**src/rtl/hazard_sched_if.sv**
```systemverilog
// Decode-side hazard/control bundle between the ID stage and hazard_sched.
// The master drives instruction info and mem_ack; the slave returns enables.
interface hazard_sched_if;
  logic       id_valid;
  logic [4:0] id_rs1;
  logic [4:0] id_rs2;
  logic       id_use_rs1;
  logic       id_use_rs2;
  logic       id_regwrite;
  logic [4:0] id_rd;
  logic       id_mem;
  logic       id_branch_taken;
  logic       mem_ack;
  logic       pc_en;
  logic       fs_ds_en;
  logic       fs_ds_flush;
  logic       ds_es_bubble;
  logic       pipe_en;

  modport master (
    output id_valid,
    output id_rs1,
    output id_rs2,
    output id_use_rs1,
    output id_use_rs2,
    output id_regwrite,
    output id_rd,
    output id_mem,
    output id_branch_taken,
    output mem_ack,
    input  pc_en,
    input  fs_ds_en,
    input  fs_ds_flush,
    input  ds_es_bubble,
    input  pipe_en
  );

  modport slave (
    input  id_valid,
    input  id_rs1,
    input  id_rs2,
    input  id_use_rs1,
    input  id_use_rs2,
    input  id_regwrite,
    input  id_rd,
    input  id_mem,
    input  id_branch_taken,
    input  mem_ack,
    output pc_en,
    output fs_ds_en,
    output fs_ds_flush,
    output ds_es_bubble,
    output pipe_en
  );
endinterface

```
**src/rtl/hazard_sched.sv**
```systemverilog
// Pipeline sequencing controller: RAW stall, memory freeze, branch flush.
// Tracks EX/MEM/WB destinations in a 3-entry scoreboard.
module hazard_sched #(
  parameter int unsigned MEM_TIMEOUT = 16
) (
  input  logic         clk,
  input  logic         resetn,
  hazard_sched_if.slave hs,
  output logic [1:0]   ctrl_state,
  output logic         mem_err,
  output logic [31:0]  stall_cycles,
  output logic [15:0]  flush_cnt
);

  localparam int WW =
    (MEM_TIMEOUT < 1) ? 1 : $clog2(MEM_TIMEOUT + 1);
  localparam logic [WW-1:0] TO = WW'(MEM_TIMEOUT);

  typedef struct packed {
    logic       v;
    logic       we;
    logic [4:0] rd;
    logic       mem;
  } sb_t;

  typedef enum logic [1:0] {
    RUN  = 2'd0,
    RAW  = 2'd1,
    MEMW = 2'd2
  } state_t;

  state_t        state_q;
  state_t        state_d;
  sb_t           sb_ex;
  sb_t           sb_mem;
  sb_t           sb_wb;
  sb_t           sb_in;
  logic [WW-1:0] wait_cnt;

  logic hit1;
  logic hit2;
  logic hazard;
  logic hz_only;
  logic mem_pend;
  logic at_limit;
  logic memwait;
  logic freeze;
  logic timeout;
  logic flush;

  function automatic logic hits(
    input sb_t        e,
    input logic [4:0] r
  );
    return e.v & e.we & (e.rd == r) & (r != 5'd0);
  endfunction

  // WB counts: the regfile write lands after the ID read.
  always_comb begin
    hit1 = hits(sb_ex, hs.id_rs1)
         | hits(sb_mem, hs.id_rs1)
         | hits(sb_wb, hs.id_rs1);
    hit2 = hits(sb_ex, hs.id_rs2)
         | hits(sb_mem, hs.id_rs2)
         | hits(sb_wb, hs.id_rs2);
    hazard = hs.id_valid
           & ((hs.id_use_rs1 & hit1)
           |  (hs.id_use_rs2 & hit2));
  end

  always_comb begin
    mem_pend = sb_mem.v & sb_mem.mem & ~hs.mem_ack;
    at_limit = (wait_cnt == TO);
    memwait  = mem_pend & ~at_limit;
    timeout  = mem_pend & at_limit;
    freeze   = memwait;
    hz_only  = hazard & ~freeze;
  end

  // Flush is held low while in reset.
  always_comb begin
    flush = resetn & ~freeze & ~hazard
          & hs.id_valid & hs.id_branch_taken;
  end

  assign hs.pipe_en      = ~freeze;
  assign hs.pc_en        = ~freeze & ~hazard;
  assign hs.fs_ds_en     = ~freeze & ~hazard;
  assign hs.ds_es_bubble = ~freeze
                         & (hazard | ~hs.id_valid);
  assign hs.fs_ds_flush  = flush;

  always_comb begin
    sb_in = '0;
    if (hs.id_valid & ~hazard) begin
      sb_in.v   = 1'b1;
      sb_in.we  = hs.id_regwrite;
      sb_in.rd  = hs.id_rd;
      sb_in.mem = hs.id_mem;
    end
  end

  always_ff @(posedge clk or negedge resetn) begin
    if (!resetn) begin
      sb_ex  <= '0;
      sb_mem <= '0;
      sb_wb  <= '0;
    end else if (!freeze) begin
      sb_wb  <= sb_mem;
      sb_mem <= sb_ex;
      sb_ex  <= sb_in;
    end
  end

  always_ff @(posedge clk or negedge resetn) begin
    if (!resetn) begin
      wait_cnt <= '0;
    end else if (memwait) begin
      wait_cnt <= wait_cnt + 1'b1;
    end else begin
      wait_cnt <= '0;
    end
  end

  always_ff @(posedge clk or negedge resetn) begin
    if (!resetn) begin
      mem_err <= 1'b0;
    end else if (timeout) begin
      mem_err <= 1'b1;
    end
  end

  always_ff @(posedge clk or negedge resetn) begin
    if (!resetn) begin
      state_q <= RUN;
    end else begin
      state_q <= state_d;
    end
  end

  always_comb begin
    state_d = RUN;
    unique case (1'b1)
      freeze:  state_d = MEMW;
      hz_only: state_d = RAW;
      default: state_d = RUN;
    endcase
  end

  assign ctrl_state = state_q;

  always_ff @(posedge clk or negedge resetn) begin
    if (!resetn) begin
      stall_cycles <= '0;
    end else if (freeze | hazard) begin
      stall_cycles <= stall_cycles + 32'd1;
    end
  end

  always_ff @(posedge clk or negedge resetn) begin
    if (!resetn) begin
      flush_cnt <= '0;
    end else if (flush && flush_cnt != 16'hFFFF) begin
      flush_cnt <= flush_cnt + 16'd1;
    end
  end

endmodule

```
**src/flat_wrapper.sv**
```systemverilog
// flat-port wrapper written by rule: the top's interface ports become plain ports
module hazard_sched_flat 
#(
  parameter int unsigned MEM_TIMEOUT = 16
)
  (clk, resetn, ctrl_state, mem_err, stall_cycles, flush_cnt, hs_id_valid, hs_id_rs1, hs_id_rs2, hs_id_use_rs1, hs_id_use_rs2, hs_id_regwrite, hs_id_rd, hs_id_mem, hs_id_branch_taken, hs_mem_ack, hs_pc_en, hs_fs_ds_en, hs_fs_ds_flush, hs_ds_es_bubble, hs_pipe_en);
  hazard_sched_if hs_i ();
  input  logic clk;
  input  logic resetn;
  output logic [1:0] ctrl_state;
  output logic mem_err;
  output logic [31:0] stall_cycles;
  output logic [15:0] flush_cnt;
  input wire logic [$bits(hs_i.id_valid)-1:0] hs_id_valid;
  input wire logic [$bits(hs_i.id_rs1)-1:0] hs_id_rs1;
  input wire logic [$bits(hs_i.id_rs2)-1:0] hs_id_rs2;
  input wire logic [$bits(hs_i.id_use_rs1)-1:0] hs_id_use_rs1;
  input wire logic [$bits(hs_i.id_use_rs2)-1:0] hs_id_use_rs2;
  input wire logic [$bits(hs_i.id_regwrite)-1:0] hs_id_regwrite;
  input wire logic [$bits(hs_i.id_rd)-1:0] hs_id_rd;
  input wire logic [$bits(hs_i.id_mem)-1:0] hs_id_mem;
  input wire logic [$bits(hs_i.id_branch_taken)-1:0] hs_id_branch_taken;
  input wire logic [$bits(hs_i.mem_ack)-1:0] hs_mem_ack;
  output wire logic [$bits(hs_i.pc_en)-1:0] hs_pc_en;
  output wire logic [$bits(hs_i.fs_ds_en)-1:0] hs_fs_ds_en;
  output wire logic [$bits(hs_i.fs_ds_flush)-1:0] hs_fs_ds_flush;
  output wire logic [$bits(hs_i.ds_es_bubble)-1:0] hs_ds_es_bubble;
  output wire logic [$bits(hs_i.pipe_en)-1:0] hs_pipe_en;
  assign hs_i.id_valid = hs_id_valid;
  assign hs_i.id_rs1 = hs_id_rs1;
  assign hs_i.id_rs2 = hs_id_rs2;
  assign hs_i.id_use_rs1 = hs_id_use_rs1;
  assign hs_i.id_use_rs2 = hs_id_use_rs2;
  assign hs_i.id_regwrite = hs_id_regwrite;
  assign hs_i.id_rd = hs_id_rd;
  assign hs_i.id_mem = hs_id_mem;
  assign hs_i.id_branch_taken = hs_id_branch_taken;
  assign hs_i.mem_ack = hs_mem_ack;
  assign hs_pc_en = hs_i.pc_en;
  assign hs_fs_ds_en = hs_i.fs_ds_en;
  assign hs_fs_ds_flush = hs_i.fs_ds_flush;
  assign hs_ds_es_bubble = hs_i.ds_es_bubble;
  assign hs_pipe_en = hs_i.pipe_en;
  hazard_sched #(.MEM_TIMEOUT(MEM_TIMEOUT)) u_core (.clk(clk), .resetn(resetn), .hs(hs_i), .ctrl_state(ctrl_state), .mem_err(mem_err), .stall_cycles(stall_cycles), .flush_cnt(flush_cnt));
endmodule
```
**config.mk**
```make
export PLATFORM = sky130hd
export DESIGN_NAME = hazard_sched_flat
export DESIGN_NICKNAME = d
export VERILOG_FILES = /design/src/rtl/hazard_sched_if.sv /design/src/rtl/hazard_sched.sv /design/src/flat_wrapper.sv
export SDC_FILE = /design/constraint.sdc
export NUM_CORES = 1
export LEC_CHECK = 0
export CAP_MARGIN = 20
export CORE_UTILIZATION = 51
export DETAILED_ROUTE_END_ITERATION = 10
export PLACE_DENSITY = 0.8
export SYNTH_ARGS = -nofsm -noshare
export SYNTH_HDL_FRONTEND = slang
export SYNTH_SLANG_ARGS = --single-unit
```
**constraint.sdc**
```tcl
create_clock -name clk -period 3.3 [get_ports clk]
set_input_delay 0.66 -clock clk [delete_from_list [all_inputs] [get_ports clk]]
set_output_delay 0.66 -clock clk [all_outputs]
set_load 0.01 [all_outputs]
```
==> impl_metrics.env <==
export IMPL_rr_worst_depth=9
export IMPL_dr_first_iter_drc_count=142
export IMPL_synth_edff_count=0
export IMPL_fmax_ghz=0.3144
export IMPL_r2r_setup_slack_ns=0.80
export IMPL_finClkSkew_ns=0.01119
export IMPL_p_leak_nw=2.331
export IMPL_dieHeight_um=89.10
export IMPL_internal_power_mw=1.723
export IMPL_synthTopCellsByArea="dfrtp_1 51%, xnor2_1 10%, xor2_1 7.2%"
export IMPL_cts_buffers=9
export IMPL_cts_clk_slew_worst_paths_ns=0.08
export IMPL_grt_pass1_wl_um=14370
export IMPL_clock_sinks=79
export IMPL_drv_slew=0
export IMPL_swShare_pct=28.36
export IMPL_grt_use_total_pct=23.81
export IMPL_postCtsSetupBuffers=0
export IMPL_drc=0
export IMPL_fin_ws_ns=0.1191
export IMPL_netlist_top_cells_count="79 x dfrtp_1, 54 x nand2_1, 46 x xnor2_1"
export IMPL_power_density_nw_per_um2=475.5
export IMPL_ios=80
export IMPL_synth_largest_area_cell="dfrtp_1"
export IMPL_finalCriticalPeriod_ns=3.181
export IMPL_num_antenna_cells=0
export IMPL_cts_tree="yes"
export IMPL_htree_levels=3
export IMPL_die_w_um=89.10
export IMPL_worstSetupStartpointType="primary input"
export IMPL_seq_power_share_pct=48.3
export IMPL_crit_arrival_ns=2.52
export IMPL_timing_rr_end="u_core.stall_cycles[15]"
export IMPL_rsz0062_at_grt="false"
export IMPL_ys_warn_count=0
export IMPL_num_rows=31
export IMPL_place_ws_ns=-0.3852
export IMPL_status="finished clean"
export IMPL_peakVddDrop_v=0.0003584
export IMPL_grt_overflow=0
export IMPL_synth_most_common_cell="dfrtp_1"
export IMPL_insertion_delay_ns=0.34
export IMPL_crit_type="primary input to output port"
export IMPL_area_growth_pct=30.72
export IMPL_end_kind="output port"
export IMPL_crit_end="hs_fs_ds_en"
export IMPL_finalCritPeriodShare_pct=96.39
export IMPL_drt_pass1_iterations=4
export IMPL_port_buffers=79
export IMPL_setup_viol=0
export IMPL_yosysSeqAreaShare_pct=51.10
export IMPL_antenna_found_initial=0
export IMPL_ys_types=41
export IMPL_core_area_um2=7292
export IMPL_fin_nets=493
export IMPL_grt_pass1_vias=2994
export IMPL_crit_start="hs_id_rs1[4]"
export IMPL_wirelength_um=8670
export IMPL_holdBufCountCts=0
export IMPL_synth_avg_cell_area_um2=10.40
export IMPL_ys_flop_type="dfrtp_1"
export IMPL_synth_top_area_share_pct=51.10
export IMPL_cts_root_buf="clkbuf_8"
export IMPL_crit_path_max_fanout=4
export IMPL_relSlewSlack_pct=58.82
export IMPL_viasPerCell=5.439
export IMPL_detailroute_via_count=3095
export IMPL_total_power_mw=2.405
export IMPL_cp_required_ns=2.64
export IMPL_hold_path_class="primary input to asynchronous set/reset pin"
export IMPL_cts_path_max_buffers=2
export IMPL_worst_slew_pin_transition_ns=0.6096
export IMPL_initial_core_util_pct=53.05
export IMPL_detailed_place_hpwl_um=6385
export IMPL_hold_violations=0
export IMPL_power_share_combinational_pct=18.8
export IMPL_wl_per_cell_um=15.24
export IMPL_drv_cap=0
export IMPL_async_flop_share_pct=100.0
export IMPL_drive_gt1_share_pct=9.787
export IMPL_timing_rr_start="u_core.sb_wb[4]"
export IMPL_stdcell_count=569
export IMPL_syn_area_um2=3869
export IMPL_gp_congestion=0.8932
export IMPL_pwr_share_clk_pct=32.9
export IMPL_ys_seq_elements=79
export IMPL_syn_inst=372
export IMPL_die_area_um2=7938
export IMPL_p_switching_mw=0.6821
export IMPL_synth_nets=400
export IMPL_grt_start_max_net_pins=45
export IMPL_ant_nets=0
export IMPL_dp_cells=553
==> power by group through the flow <==
stage               combinational (mW)  sequential [mW]  clock [mW]
detailed placement               0.455             1.18           0
finish                           0.452             1.16       0.791
floorplan                        0.209             1.17           0
global route                     0.499             1.18       0.849
CTS                              0.457             1.16       0.807
global placement                 0.446             1.17           0
==> placed cells by master, fill, tap and decap left out, types with 3 or more instances in the layout <==
cell type / n
dfrtp_1: 79
clkdlybuf4s50_1: 69
nand2_1: 54
xnor2_1: 46
xor2_1: 32
nand4_1: 30
nand3_1: 22
buf_4: 18
and3_1: 17
nor2_1: 14
clkbuf_8: 10
nor4_1: 8
nor3_1: 7
a22o_1: 7
inv_1: 6
nor2b_1: 4
ha_1: 4
and2_1: 3
dlygate4sd2_1: 3
clkbuf_2: 3
==> metrics by stage <==
| step | area [um2] | setup TNS (ns) | hold WS [ns] | util, % |
|---|---|---|---|---|
| 2_1_floorplan | 3869 | 0 | 0.3644 | - |
| 3_3_place_gp | 4832 | -1.328 | 0.4481 | 66.27 |
| 3_5_place_dp | 4832 | -1.474 | 0.4599 | 66.27 |
| 4_1_cts | 5065 | 0 | 0.4008 | 69.46 |
| 5_1_grt | 5057 | 0 | 0.4170 | 69.35 |
| 6_report | 5057 | 0 | 0.4039 | 69.35 |
==> worst max-delay path, stage by stage <==
cell and delay [ns]:
clkdlybuf4s50_1 0.60, xor2_1 0.21, nor4_1 0.07, a41o_1 0.27
a221o_2 0.39, inv_4 0.08, clkdlybuf4s15_1 0.24
==> how the worst min path moves through the flow <==
| stage | endpoint | depth (start not counted) |
|---|---|---|
| 2_1_floorplan | u_core.ctrl_state[0] | 0 |
| 3_3_place_gp | u_core.sb_mem[0] | 1 |
| 3_5_place_dp | u_core.sb_mem[0] | 1 |
| 4_1_cts | u_core.mem_err | 2 |
| 5_1_grt | u_core.sb_wb[7] | 2 |
| 6_report | u_core.sb_wb[7] | 2 |
==> routing by layer <==
metal	up-vias	global-route usage, %	share of wire (%)
met4	0	9.957	1.7
met3	12	3.970	4.6
met5	-	0	0
met2	95	39.97	49
met1	1514	30.65	45
li1	1474	-	-
==> state kept, by name (all words and copies together) (netlist names) <==
signal / flops
u_core.wait_cnt: 5
u_core.ctrl_state: 2
u_core.sb_wb: 7
u_core.sb_mem: 8
u_core.flush_cnt: 16
u_core.stall_cycles: 32
u_core.sb_ex: 8
u_core.mem_err: 1
==> cell type report <==
cell class              instances  area [um2]
well taps                      99       123.9
clock buffers                  11       141.4
repair buffers                 96       902.1
flip-flops and latches         79        1977
inverters                       7       28.78
multi-input cells             272        1803
fillers                       565        2235
clock inverters                 5       81.33
==> what timing repair did <==
item | CTS | global route
resized for setup | 13 | 7
pin swaps | 4 | 4
cloned | 0 | 0
endpoints found under the setup margin | 4 | 4
hold endpoints to repair | 0 | 0
==> kinds of logic (layout without fill, tap and decap cells) <==
| family | Yosys count | after routing | synth area share [%] |
|---|---|---|---|
| AO/OA/AOI/OAI | 18 | 18 | 3.913 |
| XOR/XNOR | 78 | 78 | 17.66 |
| adder cells (fa/ha/maj) | 4 | 4 | 1.294 |
| buffers and inverters | 21 | 119 | 2.717 |
| flip-flops | 79 | 79 | 51.10 |
| multiplexers | 2 | 2 | 0.5498 |
| AND/OR/NAND/NOR | 170 | 170 | 22.77 |
(Power assumes the default switching activity.)
